## src/rtl/ssd_bcd_driver.sv

```systemverilog
// rtl/ssd_bcd_driver.sv - 13-bit binary to 4-digit BCD seven-segment driver
// Sequential double-dabble conversion feeding a time-multiplexed active-low display.
module ssd_bcd_driver #(
    parameter int REFRESH_CYCLES = 100000,
    parameter bit BLANK_LZ       = 1'b1
) (
    input  logic        clk,
    input  logic        rst,
    input  logic [12:0] value,
    output logic [3:0]  anode,
    output logic [6:0]  cathode,
    output logic        busy,
    output logic [15:0] bcd
);

    localparam int RW = (REFRESH_CYCLES > 2) ? $clog2(REFRESH_CYCLES) : 1;

    typedef enum logic [1:0] {IDLE, SHIFT, DONE} state_t;

    state_t      state, state_next;
    logic        load, commit;
    logic [12:0] shift_bin;
    logic [15:0] shift_bcd;
    logic [15:0] bcd_adj;
    logic [3:0]  shift_cnt;
    logic [12:0] last_value;
    logic        start_pending;

    logic [RW-1:0] refresh_cnt;
    logic          refresh_wrap;
    logic [1:0]    idx, idx_next;
    logic [3:0]    digit;
    logic          blank;

    function automatic logic [6:0] seg7(input logic [3:0] d);
        case (d)
            4'd0:    seg7 = 7'b1000000;
            4'd1:    seg7 = 7'b1111001;
            4'd2:    seg7 = 7'b0100100;
            4'd3:    seg7 = 7'b0110000;
            4'd4:    seg7 = 7'b0011001;
            4'd5:    seg7 = 7'b0010010;
            4'd6:    seg7 = 7'b0000010;
            4'd7:    seg7 = 7'b1111000;
            4'd8:    seg7 = 7'b0000000;
            4'd9:    seg7 = 7'b0010000;
            default: seg7 = 7'b1111111;
        endcase
    endfunction

    always_ff @(posedge clk or negedge rst) begin
        if (!rst) state <= IDLE;
        else      state <= state_next;
    end

    always_comb begin
        state_next = state;
        load       = 1'b0;
        commit     = 1'b0;
        case (state)
            IDLE: begin
                if (start_pending || (value != last_value)) begin
                    load       = 1'b1;
                    state_next = SHIFT;
                end
            end
            SHIFT: begin
                if (shift_cnt == 4'd12) state_next = DONE;
            end
            DONE: begin
                commit     = 1'b1;
                state_next = IDLE;
            end
            default: state_next = IDLE;
        endcase
    end

    // Add-3 correction is applied before each shift so no nibble ever exceeds 9.
    always_comb begin
        bcd_adj = shift_bcd;
        for (int i = 0; i < 4; i++) begin
            if (shift_bcd[4*i +: 4] >= 4'd5) bcd_adj[4*i +: 4] = shift_bcd[4*i +: 4] + 4'd3;
        end
    end

    always_ff @(posedge clk or negedge rst) begin
        if (!rst) begin
            shift_bin     <= '0;
            shift_bcd     <= '0;
            shift_cnt     <= '0;
            last_value    <= '0;
            start_pending <= 1'b1;
            bcd           <= '0;
        end else if (load) begin
            shift_bin     <= value;
            last_value    <= value;
            shift_bcd     <= '0;
            shift_cnt     <= '0;
            start_pending <= 1'b0;
        end else if (state == SHIFT) begin
            {shift_bcd, shift_bin} <= {bcd_adj[14:0], shift_bin, 1'b0};
            shift_cnt              <= shift_cnt + 4'd1;
        end else if (commit) begin
            bcd <= shift_bcd;
        end
    end

    assign busy = (state != IDLE);

    assign refresh_wrap = (refresh_cnt == RW'(REFRESH_CYCLES - 1));
    assign idx_next     = refresh_wrap ? idx + 2'd1 : idx;

    always_comb begin
        digit = bcd[{idx_next, 2'b00} +: 4];
        blank = 1'b0;
        if (BLANK_LZ) begin
            case (idx_next)
                2'd1:    blank = (bcd[15:4] == 12'd0);
                2'd2:    blank = (bcd[15:8] == 8'd0);
                2'd3:    blank = (bcd[15:12] == 4'd0);
                default: blank = 1'b0;
            endcase
        end
    end

    // anode and cathode are both derived from idx_next so they switch on the same edge.
    always_ff @(posedge clk or negedge rst) begin
        if (!rst) begin
            refresh_cnt <= '0;
            idx         <= 2'd0;
            anode       <= 4'b1110;
            cathode     <= 7'b1000000;
        end else begin
            refresh_cnt <= refresh_wrap ? '0 : refresh_cnt + 1'b1;
            idx         <= idx_next;
            anode       <= ~(4'b0001 << idx_next);
            cathode     <= blank ? 7'b1111111 : seg7(digit);
        end
    end

endmodule

```

## config.mk

```make
export PLATFORM = sky130hd
export DESIGN_NAME = ssd_bcd_driver
export DESIGN_NICKNAME = d
export VERILOG_FILES = /design/src/rtl/ssd_bcd_driver.sv
export SDC_FILE = /design/constraint.sdc
export NUM_CORES = 1
export LEC_CHECK = 0
export CORE_UTILIZATION = 50
export CTS_BUF_LIST = sky130_fd_sc_hd__clkbuf_4 sky130_fd_sc_hd__clkbuf_8
export DETAILED_ROUTE_END_ITERATION = 8
export PLACE_DENSITY = 0.72
export SLEW_MARGIN = 20
export SYNTH_ARGS = -nofsm -noshare
export SYNTH_HDL_FRONTEND = slang
export SYNTH_SLANG_ARGS = --single-unit
```

## constraint.sdc

```tcl
create_clock -name clk -period 3.05 [get_ports clk]
set_clock_uncertainty 0.1 [all_clocks]
set_input_delay 0.61 -clock clk [delete_from_list [all_inputs] [get_ports clk]]
set_output_delay 0.61 -clock clk [all_outputs]
set_load 0.02 [all_outputs]
```

# After elaboration in Yosys (flattened, before gate mapping)
# Memory sizes are Yosys's and may differ from the RTL's.
# Index checks and enable logic that the tools add are counted.
[totals] regBits=95 romBits=112 in_bits=15 output_inout_bits=28 wordCells=67 memories=1
[mem_list] name="(no name shown)" depth=16 word_bits=7 read_ports=1 rd_clocked_by_memory_dff=0 write_ports=0 line_no="36" rtl="case (d)"
[classes] n_addsub=7 magnitude_cmp=4 eq_ne=10 shift=2 muxes=20 n_bitwise=3 reduce_logical=9
[op_table] cell="16-bit 2-to-1 mux" n=2
[op_table] cell="13-bit 2-to-1 mux" n=2
[op_table] cell="4-bit 2-to-1 mux" n=5
[op_table] cell="17-bit by 1-bit adder with 17-bit output, second input constant" n=1
[op_table] cell="17-bit equality test, second input constant" n=1
[op_table] cell="17-bit 2-to-1 mux" n=1
[op_table] cell="4-bit by 3-bit >= comparator with 1-bit output, second input constant" n=4
[op_table] cell="16-bit by 5-bit variable part select with 4-bit output" n=1
[op_table] cell="13-bit != test" n=1
[op_table] cell="4-bit by 2-bit adder with 4-bit output, second input constant" n=3
[op_table] cell="12-bit logical NOT" n=1
[op_table] cell="8-bit logical NOT" n=1
[op_table] cell="7-bit 2-to-1 mux" n=1
[op_table] cell="2-bit equality test, second input constant" n=3
[op_table] cell="2-bit 2-to-1 mux" n=3
[op_table] cell="4-bit by 1-bit adder with 4-bit output, second input constant" n=1
[op_table] cell="2-bit by 1-bit equality test with 1-bit output, second input constant" n=2
[op_table] cell="4-bit equality test, second input constant" n=1
[op_table] cell="4-bit logical NOT" n=1
[op_table] cell="2-bit != test, second input constant" n=2
[op_table] cell="4-bit inverter" n=1
[op_table] cell="2-bit case mux with 2 select lines" n=1
[op_table] cell="2-bit nonzero test" n=2
[op_table] cell="1-bit by 2-bit << shifter with 4-bit output, first input constant" n=1
[op_table] cell="10 further kinds" n=13

# Logic depth before layout (Yosys ltp)
# Gate-level depths: netlist of the first run.
[logic_depth] depth_word=6 mapped_depth=11 ltp_nobuf=9

# Worst setup path before layout of the first run
# OpenSTA, ideal clock, no wires.
[synth_path] path_kind="register to register" startpoint="reg refresh_cnt[0]" endpoint="reg cathode[3]" setup_time_ps=126 arrival_time_ps=2528 required_time_ps=2824 slack_ps=296 path_stages_with_launch=11 n_path_buf=2 period_less_slack_ps=2754 path_cell_list="dfrtp_1 ha_1 and4_2 and4_1 buf_6 buf_6 mux2_2 a211o_1 ha_1 a21boi_0 a311o_1"
[synth_between] elab_chain_len=5 word_cells_on_any_way=9 classes_between="4 x eq/ne; 1 x shift; 3 x mux; 1 x memory"
[synth_rtl] item="start: declaration" line_no="29" rtl="logic [RW-1:0] refresh_cnt;"
[synth_rtl] item="start signal: assignment" line_no="134" rtl="refresh_cnt <= refresh_wrap ? '0 : refresh_cnt + 1'b1;"
[synth_rtl] item="17-bit equality test *" line_no="110" rtl="assign refresh_wrap = (refresh_cnt == RW'(REFRESH_CYCLES - 1));"
[synth_rtl] item="2-bit 2-to-1 mux *" line_no="111" rtl="assign idx_next = refresh_wrap ? idx + 2'd1 : idx;"
[synth_rtl] item="16-bit by 5-bit variable part select with 4-bit output, or another cell as far along" line_no="114" rtl="digit = bcd[{idx_next, 2'b00} +: 4];"
[synth_rtl] item="memory read 16 x 7 bit / 1-bit case mux with 3 select lines (equally long branches)"
[synth_rtl] item="7-bit 2-to-1 mux *" line_no="137" rtl="cathode <= blank ? 7'b1111111 : seg7(digit);"
[synth_rtl] item="end signal: assignment" line_no="137"
[synth_rtl] item="end: declaration" line_no="11" rtl="output logic [6:0] cathode,"
# Mark *: on every way between the ends. The rest lies on a longest branch, timed or not.
# A chain may end at the register's enable or synchronous reset.

# Worst setup path in the final report of the first run
# Ends and elaborated chain as after synthesis.

==> results of run 1 <==
## where the power goes
group          total (mW)  switching (mW)  internal (mW)
Combinational        2.01            1.05          0.959
Clock               0.784           0.414          0.370
Sequential           1.99           0.322           1.67
Total                4.79            1.79           3.00
## what timing repair did
action | in CTS | in global routing
gates resized for setup | 0 | 1
setup endpoints to repair | 0 | 2
buffers inserted | 0 | 2
## per-layer routing
metal	routed length, um	share of wire (%)	track usage (%)	up-vias
met4	198	2.2	8.26	0
met5	0	0	0	-
li1	-	-	-	1664
met3	265	3.0	2.62	15
met1	4220	47	26.1	1644
met2	4210	47	32.5	68
## state kept, by name, summed over array words and instances, names as in the netlist
signal         flops
anode              4
bcd               16
cathode            7
idx                2
last_value        13
refresh_cnt       17
shift_bcd         16
shift_bin         13
shift_cnt          4
start_pending      1
state              2
## placed cells by master, fill, tap and decap left out, drive strengths merged, types with 2 or more instances in the layout
| master | instances |
|---|---|
| nand3 | 12 |
| o22ai | 10 |
| and4bb | 2 |
| o21a | 2 |
| nand2b | 11 |
| xor2 | 24 |
| clkdlybuf4s50 | 41 |
| nor2b | 6 |
| nand2 | 71 |
| and3 | 4 |
| nor4 | 5 |
| o31ai | 2 |
| clkbuf | 14 |
| a211o | 3 |
| buf | 18 |
| inv | 13 |
| mux2i | 13 |
| nor3 | 6 |
| dfrtp | 90 |
| and4 | 2 |
| a211oi | 2 |
| a22oi | 12 |
| o32ai | 2 |
| a21oi | 16 |
| ha | 12 |
| dfstp | 5 |
| clkinvlp | 2 |
| o21ai | 22 |
| mux2 | 24 |
| nor3b | 3 |
| nand4 | 5 |
| nor2 | 26 |
| xnor2 | 13 |
| and2 | 2 |
## worst max path at each step
stage                   startpoint    endpoint  slack, ps  cells past startpoint
global placement    refresh_cnt[0]  cathode[3]        220                      8
CTS                 refresh_cnt[0]  cathode[3]         80                      8
global route        refresh_cnt[0]  cathode[3]         40                      9
detailed placement  refresh_cnt[0]  cathode[3]         90                      8
floorplan           refresh_cnt[0]  cathode[3]        300                     10
finish              refresh_cnt[0]  cathode[3]        180                      9
## metrics by stage
stage          setup slack, ps  utilization, %
2_1_floorplan              296               -
3_3_place_gp               218            57.5
3_5_place_dp              94.0            57.5
5_1_grt                   44.6            59.7
6_report                   175            59.7
4_1_cts                   79.0            59.6
## area by class of cell
class                   instances  area [sq um]  share of cell area (%)
multi-input cells             324          2170                    39.6
clock inverters                 2          15.0                   0.273
clock buffers                  14           174                    3.17
repair buffers                 59           558                    10.2
well taps                     111           139                    2.53
inverters                      13          48.8                   0.888
flip-flops and latches         95          2380                    43.4
## cells by family after synthesis
kind of cell	after synthesis	share of synthesized area, %
adders and majority gates	13	3.40
DFF	95	50.6
buffers and inverters	36	3.24
xor gates and xnor gates	37	6.88
AOI/OAI and AO/OA	80	11.5
muxes	37	8.50
and+or+nand+nor	157	15.9
==> out/results.ini, run 1 <==
[status]
status=complete, no violations

[place]
io_buffers=42
total_instance_count_after_detailed_placement=600
total_half_perimeter_wirelength_after_legalization_and_detailed_placement_mm=6.34
detailed_place.area_sq_mm=0.00529
gp_routability_congestion=0.806

[global_routing]
grt_pass1_wl_mm=15.4
grt_antenna_before_repair=0
grt_overflow_total=0
grtUsageTotal_pct=19.6
grt_start_max_net_pins=49
number_of_global_route_vias_before_repair=3299

[cts]
clock_sink_count=95
source_to_sink_clock_delay_at_the_later_pin_of_the_worst_skew_pair_ps=340
tritoncts=yes
htree_levels=3
cts_made_buffers=9
holdBufCountCts=0
clock_transition_at_path_regs_ps=90
ctsRootBufferMaster=clkbuf_8
largest_buffer_count_on_any_clock_path=2

[synth]
net_count_of_the_mapped_netlist=482
yosysSeqAreaShare_pct=50.6
post_synth_instance_area_sq_mm=0.00471
synth_edf_count=0
yosys_warnings=0
synth_area_per_cell_sq_um=10.4
synth_ff_type=dfrtp_1
post_synth_num_cell_types=50
synth.cells.most_frequent=dfrtp_1, nand2_1, nor2_1
synth.largest_area_cell=dfrtp_1
asyncSetResetFlopFracSynth_pct=100
synth.top_cells.by_area=dfrtp_1, mux2_2, nand2_1
yosys.cell_count.top_type=dfrtp_1
post-synth-top-area-fraction_pct=47.8
synth_cells=455
yosys_register_bits=95

[power]
post-layout-total-power_mw=4.79
powerDensity_mw_per_mm2=872
power.static_leakage_nw=2.44
ir_drop_worst_vdd_uv=389

[detailed_routing]
drt_drc_violations_left=0
drt-wirelength-per-cell_um=14.4
detailedRoute.firstPassIterationCount=4
detailedRoute.firstIterationViolations=141
wirelength_mm=8.89
route.vias.total=3391
vias_per_cell=5.49
final_antenna_net_count=0

[final_layout]
antennaDiodeCount=0
layout.cell_area.non_filler_sq_mm=0.00549
fillCellCount=738
final-instance-count-excl-fill=618
drive_above_1_share_pct=13.8
synthToLayoutAreaGrowth_pct=16.6
number_of_nets_in_the_layout=529

[die]
floorplan.die.height_um=99.1
floorplan.die_area_sq_mm=0.00981
top_level_ports=43
floorplan.initialDensity_pct=51.2
die_w_um=99.1
placement_rows=35
fp.coreArea_sq_mm=0.00920

[critical_path]
crit_path_top_delay_cell=dfrtp_1
r2r_setup_slack_ps=180
critPathTopFamily=compound AO/OA/AOI/OAI gates
max_stage_delay_ps=420
worst_setup_path_class=reg -> reg
setup.worst_path.end_class=flip-flop
worst_setup_path_start_kind=flip-flop
critical_path.cell_chain=ha_1 -> and4_2 -> and4_2 -> buf_4 -> mux2i_1 -> a211o_1 -> ha_1 -> a21boi_0 -> a311o_1
regToRegStartpoint=refresh_cnt[0]
cp.arrival_ps=3010
reg2reg_depth=9
cp.buffers_inverters=1
critPathMaxFanout=8
worst-endpoint-required_ps=3180
worstReg2RegEnd=cathode[3]

[sta]
layout_min_cycle_time_ps=2870
relSlewSlack_pct=31.6
fin_crit_sh_pct=94.2
rsz0062_at_grt=false
maxClockFrequency_mhz=348
final_max_slew_viol_count=0
finalSetupTns_ps=0
hold_viol_final=0
min_hold_slack_ps=169
worstMarginPinSlew_ps=1030
setup_viol=0

[flow_run]
cap_viol_max_count=0

[worst_hold_path]
hp-class=in -> async

Note: power is estimated with default switching activity, not from simulation.
==> run 2, diff against run 1 <==
--- a/config.mk
+++ b/config.mk
@@ -9,6 +9,7 @@
 export CTS_BUF_LIST = sky130_fd_sc_hd__clkbuf_4 sky130_fd_sc_hd__clkbuf_8
 export DETAILED_ROUTE_END_ITERATION = 8
 export PLACE_DENSITY = 0.72
+export SKIP_LAST_GASP = 1
 export SLEW_MARGIN = 20
 export SYNTH_ARGS = -nofsm -noshare
 export SYNTH_HDL_FRONTEND = slang
==> results of run 2 <==
Final layout, timing and power as in run 1 (identical DEF).
